<file path="src/rtl/cpu_ctrl_pkg.sv">
// Control-word layout and opcode decode shared by the ID/EX stage and later pipeline stages.
// decode_op is pure combinational logic, so any stage can re-decode an opcode it carries.
package cpu_ctrl_pkg;

  localparam int CTRL_W = 18;

  typedef struct packed {
    logic [1:0] alu_op;
    logic [1:0] alu_b;
    logic [2:0] imm_op;
    logic       alu_src;
    logic       branch;
    logic       unsig;
    logic       jump;
    logic       direct;
    logic       reg_zero;
    logic       mem_read;
    logic       bh;
    logic       mem_to_reg;
    logic       reg_write;
    logic       mem_write;
  } ctrl_t;

  // Enum labels carry a prefix because MEM_WAIT is also the stage's wait-length parameter.
  typedef enum logic {
    S_RUN      = 1'b0,
    S_MEM_WAIT = 1'b1
  } state_t;

  function automatic ctrl_t decode_op(input logic [4:0] op);
    ctrl_t c;
    logic  addi;
    logic  rtype;
    addi         = (op[3:0] == 4'b1111);
    rtype        = addi & op[4];
    c.alu_src    = ~rtype;
    c.branch     = op[4] & ~op[3];
    c.jump       = (op == 5'd0) | (~op[4] & op[3] & ~op[2]);
    c.direct     = (op[4:2] == 3'b000);
    c.reg_zero   = ~op[1] & op[0];
    c.mem_read   = (op[4:2] == 3'b001);
    c.mem_to_reg = c.mem_read;
    c.bh         = op[1];
    c.unsig      = op[0];
    c.reg_write  = ~(op[4] & (~op[3] | ~op[2]));
    c.mem_write  = (op[4:2] == 3'b110);
    c.alu_op     = {c.branch | rtype, c.mem_read | rtype | addi};
    c.alu_b      = {op[3], op[1]};
    c.imm_op     = {c.direct & op[0], c.jump | c.branch, c.direct};
    return c;
  endfunction

endpackage

</file>
<file path="src/rtl/id_ex_control_stage.sv">
// Purpose: decode ID opcode into the ID/EX control register, inserting load-use and memory-wait bubbles.
// Latency: one cycle from accept (in_valid & in_ready) to ex_valid/ex_ctrl/ex_rd.
// Backpressure: in_ready drops on a load-use hazard or for MEM_WAIT cycles after a load/store; flush forces it high.
module id_ex_control_stage
  import cpu_ctrl_pkg::*;
#(
  parameter int REG_AW   = 3,
  parameter int MEM_WAIT = 2,
  parameter int STALL_W  = 16
) (
  input  logic               clk,
  input  logic               rst,
  input  logic               in_valid,
  output logic               in_ready,
  input  logic [4:0]         in_opcode,
  input  logic [REG_AW-1:0]  in_rs,
  input  logic [REG_AW-1:0]  in_rt,
  input  logic [REG_AW-1:0]  in_rd,
  input  logic               flush,
  output logic               ex_valid,
  output logic [CTRL_W-1:0]  ex_ctrl,
  output logic [REG_AW-1:0]  ex_rd,
  output logic               mem_busy,
  output logic [STALL_W-1:0] stall_count
);

  localparam logic [3:0] WAIT_INIT = 4'(MEM_WAIT);

  state_t     state;
  state_t     state_nxt;
  logic [3:0] cnt;
  logic [3:0] cnt_nxt;
  ctrl_t      ex_c;
  ctrl_t      dec;
  logic       hazard;
  logic       accept;
  logic       mem_op;

  assign ex_ctrl  = ex_c;
  assign mem_busy = (state == S_MEM_WAIT);

  // Both sources are compared regardless of opcode; r0 is hardwired so it never hazards.
  always_comb begin
    dec    = decode_op(in_opcode);
    mem_op = dec.mem_read | dec.mem_write;
    hazard = ex_valid & ex_c.mem_read & (ex_rd != '0) &
             ((ex_rd == in_rs) | (ex_rd == in_rt));
    if (rst || flush) begin
      in_ready = 1'b1;
    end else if (state == S_MEM_WAIT) begin
      in_ready = 1'b0;
    end else begin
      in_ready = ~hazard;
    end
    accept = in_valid & in_ready;
  end

  always_comb begin
    state_nxt = state;
    cnt_nxt   = cnt;
    if (flush) begin
      state_nxt = S_RUN;
      cnt_nxt   = 4'd0;
    end else if (accept) begin
      if (mem_op && (MEM_WAIT > 0)) begin
        state_nxt = S_MEM_WAIT;
        cnt_nxt   = WAIT_INIT;
      end
    end else if (state == S_MEM_WAIT) begin
      cnt_nxt = cnt - 4'd1;
      if (cnt == 4'd1) begin
        state_nxt = S_RUN;
      end
    end
  end

  always_ff @(posedge clk) begin
    if (rst) begin
      state       <= S_RUN;
      cnt         <= 4'd0;
      ex_valid    <= 1'b0;
      ex_c        <= '0;
      ex_rd       <= '0;
      stall_count <= '0;
    end else begin
      state <= state_nxt;
      cnt   <= cnt_nxt;
      if (flush) begin
        ex_valid <= 1'b0;
        ex_c     <= '0;
      end else if (accept) begin
        ex_valid <= 1'b1;
        ex_c     <= dec;
        ex_rd    <= in_rd;
      end else begin
        ex_valid <= 1'b0;
        ex_c     <= '0;
      end
      if (in_valid && !in_ready && !flush && !(&stall_count)) begin
        stall_count <= stall_count + STALL_W'(1);
      end
    end
  end

endmodule

</file>
<file path="config.mk">
export PLATFORM = sky130hd
export DESIGN_NAME = id_ex_control_stage
export DESIGN_NICKNAME = d
export VERILOG_FILES = /design/src/rtl/cpu_ctrl_pkg.sv /design/src/rtl/id_ex_control_stage.sv
export SDC_FILE = /design/constraint.sdc
export NUM_CORES = 1
export LEC_CHECK = 0
export CAP_MARGIN = 20
export CORE_MARGIN = 2
export CORE_UTILIZATION = 50
export CTS_BUF_LIST = sky130_fd_sc_hd__clkbuf_2 sky130_fd_sc_hd__clkbuf_4 sky130_fd_sc_hd__clkbuf_8
export CTS_CLUSTER_DIAMETER = 200
export DETAILED_ROUTE_END_ITERATION = 8
export PLACE_DENSITY = 0.95
export SLEW_MARGIN = 25
export SYNTH_ARGS = -nofsm -noshare
export SYNTH_HDL_FRONTEND = slang
export SYNTH_SLANG_ARGS = --single-unit
</file>
<file path="constraint.sdc">
create_clock -name clk -period 4.15 [get_ports clk]
set_input_delay 0.83 -clock clk [delete_from_list [all_inputs] [get_ports clk]]
set_output_delay 0.83 -clock clk [all_outputs]
set_load 0.02 [all_outputs]
</file>
-- Word-level counts from Yosys, hierarchy flattened
Index checks and enable logic that the tools add are counted.
- output and inout bits: 40
- input port bits: 18
- word-level logic and storage cells: 81
- bits in registers: 42
- bitwise operators: 28
- $add $sub $neg: 2
- equality and inequality tests: 7
- multiplexer cells: 10
- reduce and logical (&&, ||, !) cells: 16
- operator list (cell ; count):
    $add 16x1->16 const B ; 1
    $reduce_and 16->1 ; 1
    $mux 4 ; 3
    $and 1x1->1 ; 11
    $not 1->1 ; 9
    $or 1x1->1 ; 8
    $mux 1 ; 7
    $eq 3x3->1 ; 2
    $logic_not 5->1 ; 1
    $eq 4x1->1 const B ; 1
    $eq 4x4->1 const B ; 1
    $reduce_and 2->1 ; 2
    $sub 4x1->4 const B ; 1
    $eq 3x1->1 const B ; 1
    $eq 3x3->1 const B ; 1
    $logic_and 1x1->1 ; 3
    $logic_not 1->1 ; 3
    $logic_not 3->1 ; 1
    $reduce_bool 3->1 ; 1
    $reduce_or 3->1 ; 1
    $ne 2x1->1 const B ; 1
    $reduce_bool 2->1 ; 1
    $reduce_or 2->1 ; 1
    $logic_or 1x1->1 ; 1

-- Depth between registers and ports, before layout
Gate-level depths: netlist (run 1).
- depth after elaboration: 10
- gate-level depth with buffers: 8
- mapped depth without buffers: 7

-- Least setup slack after synthesis (run 1)
No wires, ideal clock.
- path type: in2out
- start point: input port rst
- end point: output port in_ready
- required time: 3320 ps
- cell stages on the path: 4
- path buffers: 2
- arrival: 1619 ps
- path slack: 1701 ps
- cell sequence: buf_6 or2_2 buf_1 o21bai_1
- word-level cells in the longest chain between the ends: 2
- ends and longest elaborated chain (item ; RTL line ; text):
    start, declared ; id_ex_control_stage.sv:12 ; input logic rst,
    $logic_or 1x1->1 ; id_ex_control_stage.sv:48 ; if (rst || flush) begin
    $mux 1 ; id_ex_control_stage.sv:48 ;
    end, declared ; id_ex_control_stage.sv:14 ; output logic in_ready,
No other way between the ends.

-- Worst setup path after layout (run 1)
- start point: input port flush
- end point: output port in_ready
- word-level cells in the longest chain between the ends: 2
- ends and longest elaborated chain (item ; RTL line ; text):
    start, declared ; id_ex_control_stage.sv:19 ; input logic flush,
    $logic_or 1x1->1 ; id_ex_control_stage.sv:48 ;
    $mux 1 ; id_ex_control_stage.sv:48 ;
No other way between the ends.

==> flow_summary.ini, run 1 <==
[timing]
drv_slew = 0
rsz0062_at_grt = false
max_clock_freq_ghz = 0.3080
fin_crit_ps = 3246
setup_violations = 0
fin_hold_ws_ps = 490.6
tns_ps = 0
hold_viol_final = 0
worstMarginPinSlew_ps = 771.0
relSlewSlack = 0.4853
fin_crit_sh = 0.7822
skew_ps = 5.915

[drt]
routedWlPerCell_um = 12.58
vias = 1576
ant_nets = 0
routed_wl_mm = 3.761
dr.pass1.iters = 4
vias_per_cell = 5.271
drt_iter0_drc = 59
drc = 0

[die]
start_util = 0.5297
dieArea_um2 = 4116
die_h_um = 64.16
num_rows = 21
core-area_um2 = 3416
die_w_um = 64.16
ios = 58

[run]
drv_cap = 0

[global_routing]
antenna_found_initial = 0
gr-total-overflow = 0
grt_usage = 0.2022
busiest_layer = met2
grt.met3_usage = 0.07570
grt_max_degree = 22
grt_pass1_vias = 1561
met2_usage = 0.3555
grt_util_met1 = 0.2295
grt_pass1_wl_mm = 6.720

[worst_hold_path]
hold_start = stall_count[14]
holdPathStages = 2
hp-class = reg2reg
hold-path-endpoint = stall_count[14]

[critical_path]
reg2reg_depth = 7
critPathArrivalTime_ps = 2420
worstSetupEndpointType = primary output
r2r_slack_ps = 1960
critPathKind = in2out
r2r-end = stall_count[13]
cp_slowest_cell = clkdlybuf4s50_1
r2r_start = stall_count[0]
cpMostUsedCell = clkdlybuf4s50_1
slowest_delay_ps = 560
start_kind = input pin
path_cells = clkdlybuf4s50_1, or2_2, o21bai_1, clkdlybuf4s50_1
crit_fanout = 8
worstPathRequired_ps = 3320

[synth]
ys.flop_type = dfxtp_1
synth_area_per_cell_um2 = 9.092
syn-num-nets = 220
synthCells = 199
synth_edf_count = 0
synth.yosys.seq_area_share = 0.4426
synth_cell_types = 50
synth_seq_cells = 40
yosysWarnings = 0
synthArstFlopShare = 0
netlist_area_um2 = 1809

[finish]
drive_above_1_share = 0.08696
final_common_cell = clkdlybuf4s50_1
final_cell_mix = 57 x clkdlybuf4s50_1, 40 x dfxtp_1, 28 x nor2_1
fin_nets = 273
num_antenna_cells = 0
fin_util = 0.7187
syn2layout_area_growth_pct = 35.68
stdcell_count = 299

[place]
dp_hpwl_mm = 2.870
place_inst = 291
place_congestion = 0.8134
port_buffers = 57

[clock_network]
tritoncts = yes
post_cts_buffers = 0
cts_buffer_depth = 2
root_buffer = clkbuf_4
cts_buffers = 5
h-tree-depth = 2
cts_hold_buf = 0
clk_pin_slew_ps = 120
cts_resized = 0
clkSinkCount = 40
clkLatencyLatePin_ps = 330

[run_status]
status = finished clean

[power_and_ir_drop]
p_total_mw = 0.7159
p_leak_nw = 0.8541
power_density_nw_per_um2 = 291.6
vdd_drop_max_mv = 0.2452
==> worst max-delay path, delay by kind of cell <==
kind | cells | cell delay (ps)
and+or+nand+nor | 1 | 390
buffers and inverters | 2 | 1020
AOI/OAI and AO/OA | 1 | 170
==> cell type report <==
cell class	count	area, um2
fill	259	960.9
multi-input combinational	137	894.6
sequential	40	800.8
timing repair buffer	59	585.6
tap	46	57.56
clock inverter	3	42.54
clock buffer	5	37.54
inverter	9	36.28
==> power by group <==
part	switching [mW]	internal (mW)	leakage, nW
Combinational	0.0344	0.0378	0.489
Clock	0.123	0.126	0.0412
Sequential	0.00575	0.390	0.324
Total	0.163	0.553	0.854
==> how the worst max path moves through the flow <==
| stage | from | endpoint | slack (ps) | depth (start not counted) |
|---|---|---|---|---|
| floorplan | rst | in_ready | 1700 | 4 |
| global placement | flush | in_ready | 900 | 4 |
| detailed placement | flush | in_ready | 890 | 4 |
| CTS | flush | in_ready | 890 | 4 |
| global route | in_rs[1] | in_ready | 850 | 6 |
| finish | flush | in_ready | 900 | 4 |
==> synthesized netlist by cell type, types with 3 or more instances <==
cell type   n  area [um2]
nor2_1     28       105.1
dfxtp_1    40       800.8
buf_4       3       22.52
xor2_1      3       26.28
nand3_1     6       30.03
inv_1       7       26.28
a21oi_1    10       50.05
xnor2_1     9       78.83
and2_1      4       25.02
nand2_1    14       52.55
ha_1        3       37.54
mux2i_1     6       60.06
o211ai_1    4       30.03
a311oi_1    3       26.28
nor3_1      5       25.02
o31ai_1     3       22.52
o21ai_0     4       20.02
clkbuf_1    4       15.01
nor4_1      3       18.77
==> registers in the layout, indices dropped and copies added, names as in the netlist <==
signal       cells
ex_valid         1
ex_rd            3
cnt              4
ex_ctrl         15
mem_busy         1
stall_count     16
==> routing by layer <==
metal / vias up / part of all wire
met4: 0 / 0.0043
met1: 725 / 0.41
met2: 47 / 0.50
li1: 800 / -
met3: 4 / 0.081
met5: - / 0
==> through the flow <==
stage / setup WS (ps) / cell area (um2)
finish: 903.8 / 2455
global placement: 898.6 / 2375
detailed placement: 889.4 / 2375
CTS: 893.4 / 2455
floorplan: 1701 / 1809
global route: 846.1 / 2455
==> cell families (layout without fill, tap and decap cells) <==
logic type               Yosys count  count (layout)  share of synthesized area
buffers and inverters             22              76                    0.06293
flip-flops                        40              40                     0.4426
AO/OA/AOI/OAI                     38              38                     0.1535
AND/OR/NAND/NOR                   77              77                     0.2227
XOR/XNOR                          12              12                    0.05810
adder cells (fa/ha/maj)            3               3                    0.02075
multiplexers                       7               7                    0.03942
Note: power is estimated with default switching activity, not from simulation.
==> run 2: changes to the inputs <==
CORE_UTILIZATION = 43   (was 50)
PLACE_DENSITY = 0.87   (was 0.95)
clock period = 2.95 ns   (was 4.15 ns; I/O delays follow)
==> flow_summary.ini, run 2 (same netlist as run 1, synthesis figures left out) <==
[timing]
fin_crit_ps = 2743
worstMarginPinSlew_ps = 504.3
fin_hold_ws_ps = 478.1
relSlewSlack = 0.6634
max_clock_freq_ghz = 0.3646
setup_violations = 0
setup_ws_ps = 207.5
skew_ps = 3.761
drv_slew = 0
fin_crit_sh = 0.9297
tns_ps = 0
rsz0062_at_grt = false
hold_viol_final = 0

[clock_network]
clkLatencyLatePin_ps = 300
cts_resized = 0
post_cts_buffers = 0
h-tree-depth = 2
cts_buffer_depth = 2
root_buffer = clkbuf_8
clk_pin_slew_ps = 80
clkSinkCount = 40
cts_hold_buf = 0
cts_buffers = 5
tritoncts = yes

[place]
port_buffers = 57
pre_cts_ws_ps = 187.4
dp_hpwl_mm = 2.965
place_inst = 300
place_congestion = 0.7339

[drt]
dr.pass1.iters = 4
ant_nets = 0
vias = 1553
routedWlPerCell_um = 12.92
vias_per_cell = 5.042
drt_iter0_drc = 55
drc = 0
routed_wl_mm = 3.978

[critical_path]
worstPathRequired_ps = 2360
path_buf_inv = 2
path_cells = clkdlybuf4s50_1, xnor2_1, nand3_1, a21oi_2, o21bai_1, clkdlybuf4s50_1
cpMostUsedCell = clkdlybuf4s50_1
critPathArrivalTime_ps = 2150
crit_fanout = 2
worstSetupEndpointType = primary output
slowest_delay_ps = 560
critPathKind = in2out
start_kind = input pin
crit_family = buffers and inverters
cp_slowest_cell = clkdlybuf4s50_1

[power_and_ir_drop]
vdd_drop_max_mv = 0.2658
power.internal_mw = 1.026
switchingPower_mw = 0.2550
p_seq_frac = 0.433
power_density_nw_per_um2 = 497.4
clkPwrFrac = 0.484
switching_share = 0.1990
p_leak_nw = 0.9154
pwr-share-comb = 0.083

[global_routing]
grt_pass1_vias = 1460
grt_pass1_wl_mm = 6.437
grt_usage = 0.1860
gr-total-overflow = 0
antenna_found_initial = 0
grt_max_degree = 18

[die]
die_w_um = 68.87
start_util = 0.4491
core-area_um2 = 4029
dieArea_um2 = 4742
die_h_um = 68.87
num_rows = 23
ios = 58

[finish]
final_common_cell = clkdlybuf4s50_1
drive_above_1_share = 0.1047
largest_register_ffs = 16
syn2layout_area_growth_pct = 42.39
nFillCells = 348
num_antenna_cells = 0
fin_nets = 278
regMostFlops = stall_count
fin_util = 0.6394
final_cell_mix = 57 x clkdlybuf4s50_1, 40 x dfxtp_1, 28 x nor2_1
stdcell_count = 308

[worst_hold_path]
hp-class = reg2reg

[run]
drv_cap = 0

[run_status]
status = finished clean
## run 2: cell count changes in the layout (fill, tap and decap cells not counted)
cell	before	now
buf_4	2	7
bufinv_16	1	3
clkbuf_4	5	0
clkbuf_8	0	5
clkinv_2	3	2
clkinvlp_4	1	0
## run 2: area by class of cell
type                    count  area [um2]  share of cell area
clock buffers               5       68.82             0.02671
clock inverters             3       90.09             0.03497
inverters                   9       36.28             0.01408
multi-input cells         137       894.6              0.3473
flip-flops and latches     40       800.8              0.3108
well taps                  50       62.56             0.02428
repair buffers             64       623.1              0.2419
## run 2: layer usage
metal / track usage / up-vias / wire, um
met5: 0 / - / 0
met2: 0.3029 / 32 / 2026
met3: 0.07630 / 5 / 202
met1: 0.2174 / 711 / 1695
li1: - / 805 / -
met4: 0.07353 / 0 / 53
## run 2: power by group through the flow
stage	Combinational, mW	Clock (mW)	Sequential (mW)
after floorplan	0.0488	0	0.574
after global placement	0.104	0	0.567
after detailed placement	0.106	0	0.568
after CTS	0.107	0.631	0.555
after global routing	0.116	0.652	0.556
final	0.106	0.621	0.555
## run 2: final timing paths
check	startpoint	endpoint	slack, ps	cells after the start
setup / recovery	in_rs[1]	in_ready	210	6
hold / removal	cnt[3]	cnt[3]	480	1
setup reg to reg	ex_rd[2]	ex_ctrl[5]	940	8
hold reg to reg	cnt[3]	cnt[3]	480	1
## run 2: metrics by stage
stage                     power (mW)  area, um2
after floorplan               0.6231       1809
after global routing           1.323       2576
after CTS                      1.293       2576
after detailed placement      0.6737       2417
final                          1.281       2576
after global placement        0.6719       2417
==> run 3: changes to the inputs <==
CORE_UTILIZATION = 47   (was 43)
PLACE_DENSITY = 0.9   (was 0.87)
REMOVE_ABC_BUFFERS = 1   (was not set)
clock period = 2.8 ns   (was 2.95 ns; I/O delays follow)
==> flow_summary.ini, run 3 (same netlist as run 1, synthesis figures left out) <==
[finish]
fin_nets = 277
final_common_cell = clkdlybuf4s50_1
fin_util = 0.6791
num_antenna_cells = 0
regMostFlops = stall_count
drive_above_1_share = 0.1012
syn2layout_area_growth_pct = 38.45
stdcell_count = 305
largest_register_ffs = 16
final_cell_mix = 57 x clkdlybuf4s50_1, 40 x dfxtp_1, 28 x nor2_1

[timing]
skew_ps = 1.346
rsz0062_at_grt = false
fin_crit_sh = 0.9637
worstMarginPinSlew_ps = 382.2
fin_hold_ws_ps = 479.1
relSlewSlack = 0.7449
drv_slew = 0
tns_ps = 0
setup_violations = 0
fin_crit_ps = 2698
max_clock_freq_ghz = 0.3706
hold_viol_final = 0

[run]
drv_cap = 0

[place]
dp_hpwl_mm = 3.054
place_inst = 297
place_congestion = 0.8722
port_buffers = 57

[global_routing]
grt_usage = 0.2021
grt_pass1_vias = 1492
grt_pass1_wl_mm = 6.617
antenna_found_initial = 0
gr-total-overflow = 0
grt_max_degree = 18

[die]
dieArea_um2 = 4362
core-area_um2 = 3689
start_util = 0.4905
die_h_um = 66.05
die_w_um = 66.05
num_rows = 22
ios = 58

[clock_network]
h-tree-depth = 2
cts_hold_buf = 0
root_buffer = clkbuf_8
clkSinkCount = 40
tritoncts = yes
cts_buffers = 5
clk_pin_slew_ps = 70
cts_resized = 0
clkLatencyLatePin_ps = 290
cts_buffer_depth = 2
post_cts_buffers = 0

[critical_path]
crit_fanout = 2
critPathKind = in2out
crit_family = buffers and inverters
worstSetupEndpointType = primary output
slowest_delay_ps = 640
start_kind = input pin
path_cells = clkdlybuf4s50_1, xnor2_1, nand3_1, a21oi_2, o21bai_1, clkdlybuf4s50_1
cp_slowest_cell = clkdlybuf4s50_1
path_buf_inv = 2
r2r_slack_ps = 790
worstPathRequired_ps = 2240
cpMostUsedCell = clkdlybuf4s50_1
critPathArrivalTime_ps = 2140

[drt]
drc = 0
routed_wl_mm = 4.059
dr.pass1.iters = 4
drt_iter0_drc = 123
routedWlPerCell_um = 13.31
vias = 1569
vias_per_cell = 5.144
ant_nets = 0

[power_and_ir_drop]
vdd_drop_max_mv = 0.3688
p_leak_nw = 0.8846
power_density_nw_per_um2 = 440.4
p_total_mw = 1.103

[run_status]
status = finished clean

[worst_hold_path]
hp-class = reg2reg
## run 3: cell types whose count changed in the layout (fill, tap and decap cells not counted)
| cell | delta |
|---|---|
| bufinv_16 | -3 |
| clkbuf_4 | +2 |
| buf_4 | -1 |
| clkbuf_8 | +1 |
## run 3: routing by layer
metal | share of wire | global-route usage
met1 | 0.41 | 0.2068
met2 | 0.49 | 0.3561
met3 | 0.087 | 0.09370
met4 | 0.015 | 0.07908
met5 | 0 | 0
## run 3: through the flow
stage | cell area, um2 | setup slack [ps]
3_3_place_gp | 2407 | 129.9
2_1_floorplan | 1732 | 667.3
5_1_grt | 2505 | 6.560
3_5_place_dp | 2407 | 95.15
6_report | 2505 | 101.6
4_1_cts | 2505 | 76.84
## run 3: final cells by class
class                   instances  area [um2]
well taps                      48       60.06
inverters                       9       36.28
multi-input cells             137       894.6
clock buffers                   8       97.59
fillers                       290        1184
flip-flops and latches         40       800.8
repair buffers                 63       615.6
## run 3: path summary, 6_finish.rpt
check / start / end / depth (start not counted)
setup / recovery: in_rs[0] / in_ready / 6
hold / removal: cnt[3] / cnt[3] / 1
setup reg to reg: ex_rd[1] / ex_ctrl[5] / 8
hold reg to reg: cnt[3] / cnt[3] / 1
## run 3: power breakdown
group          internal, mW  switching [mW]  total, mW  leakage, nW
registers             0.577         0.00766      0.585        0.324
logic                0.0580          0.0538      0.112        0.509
clock network         0.220           0.186      0.406       0.0523
total                 0.855           0.248       1.10        0.885
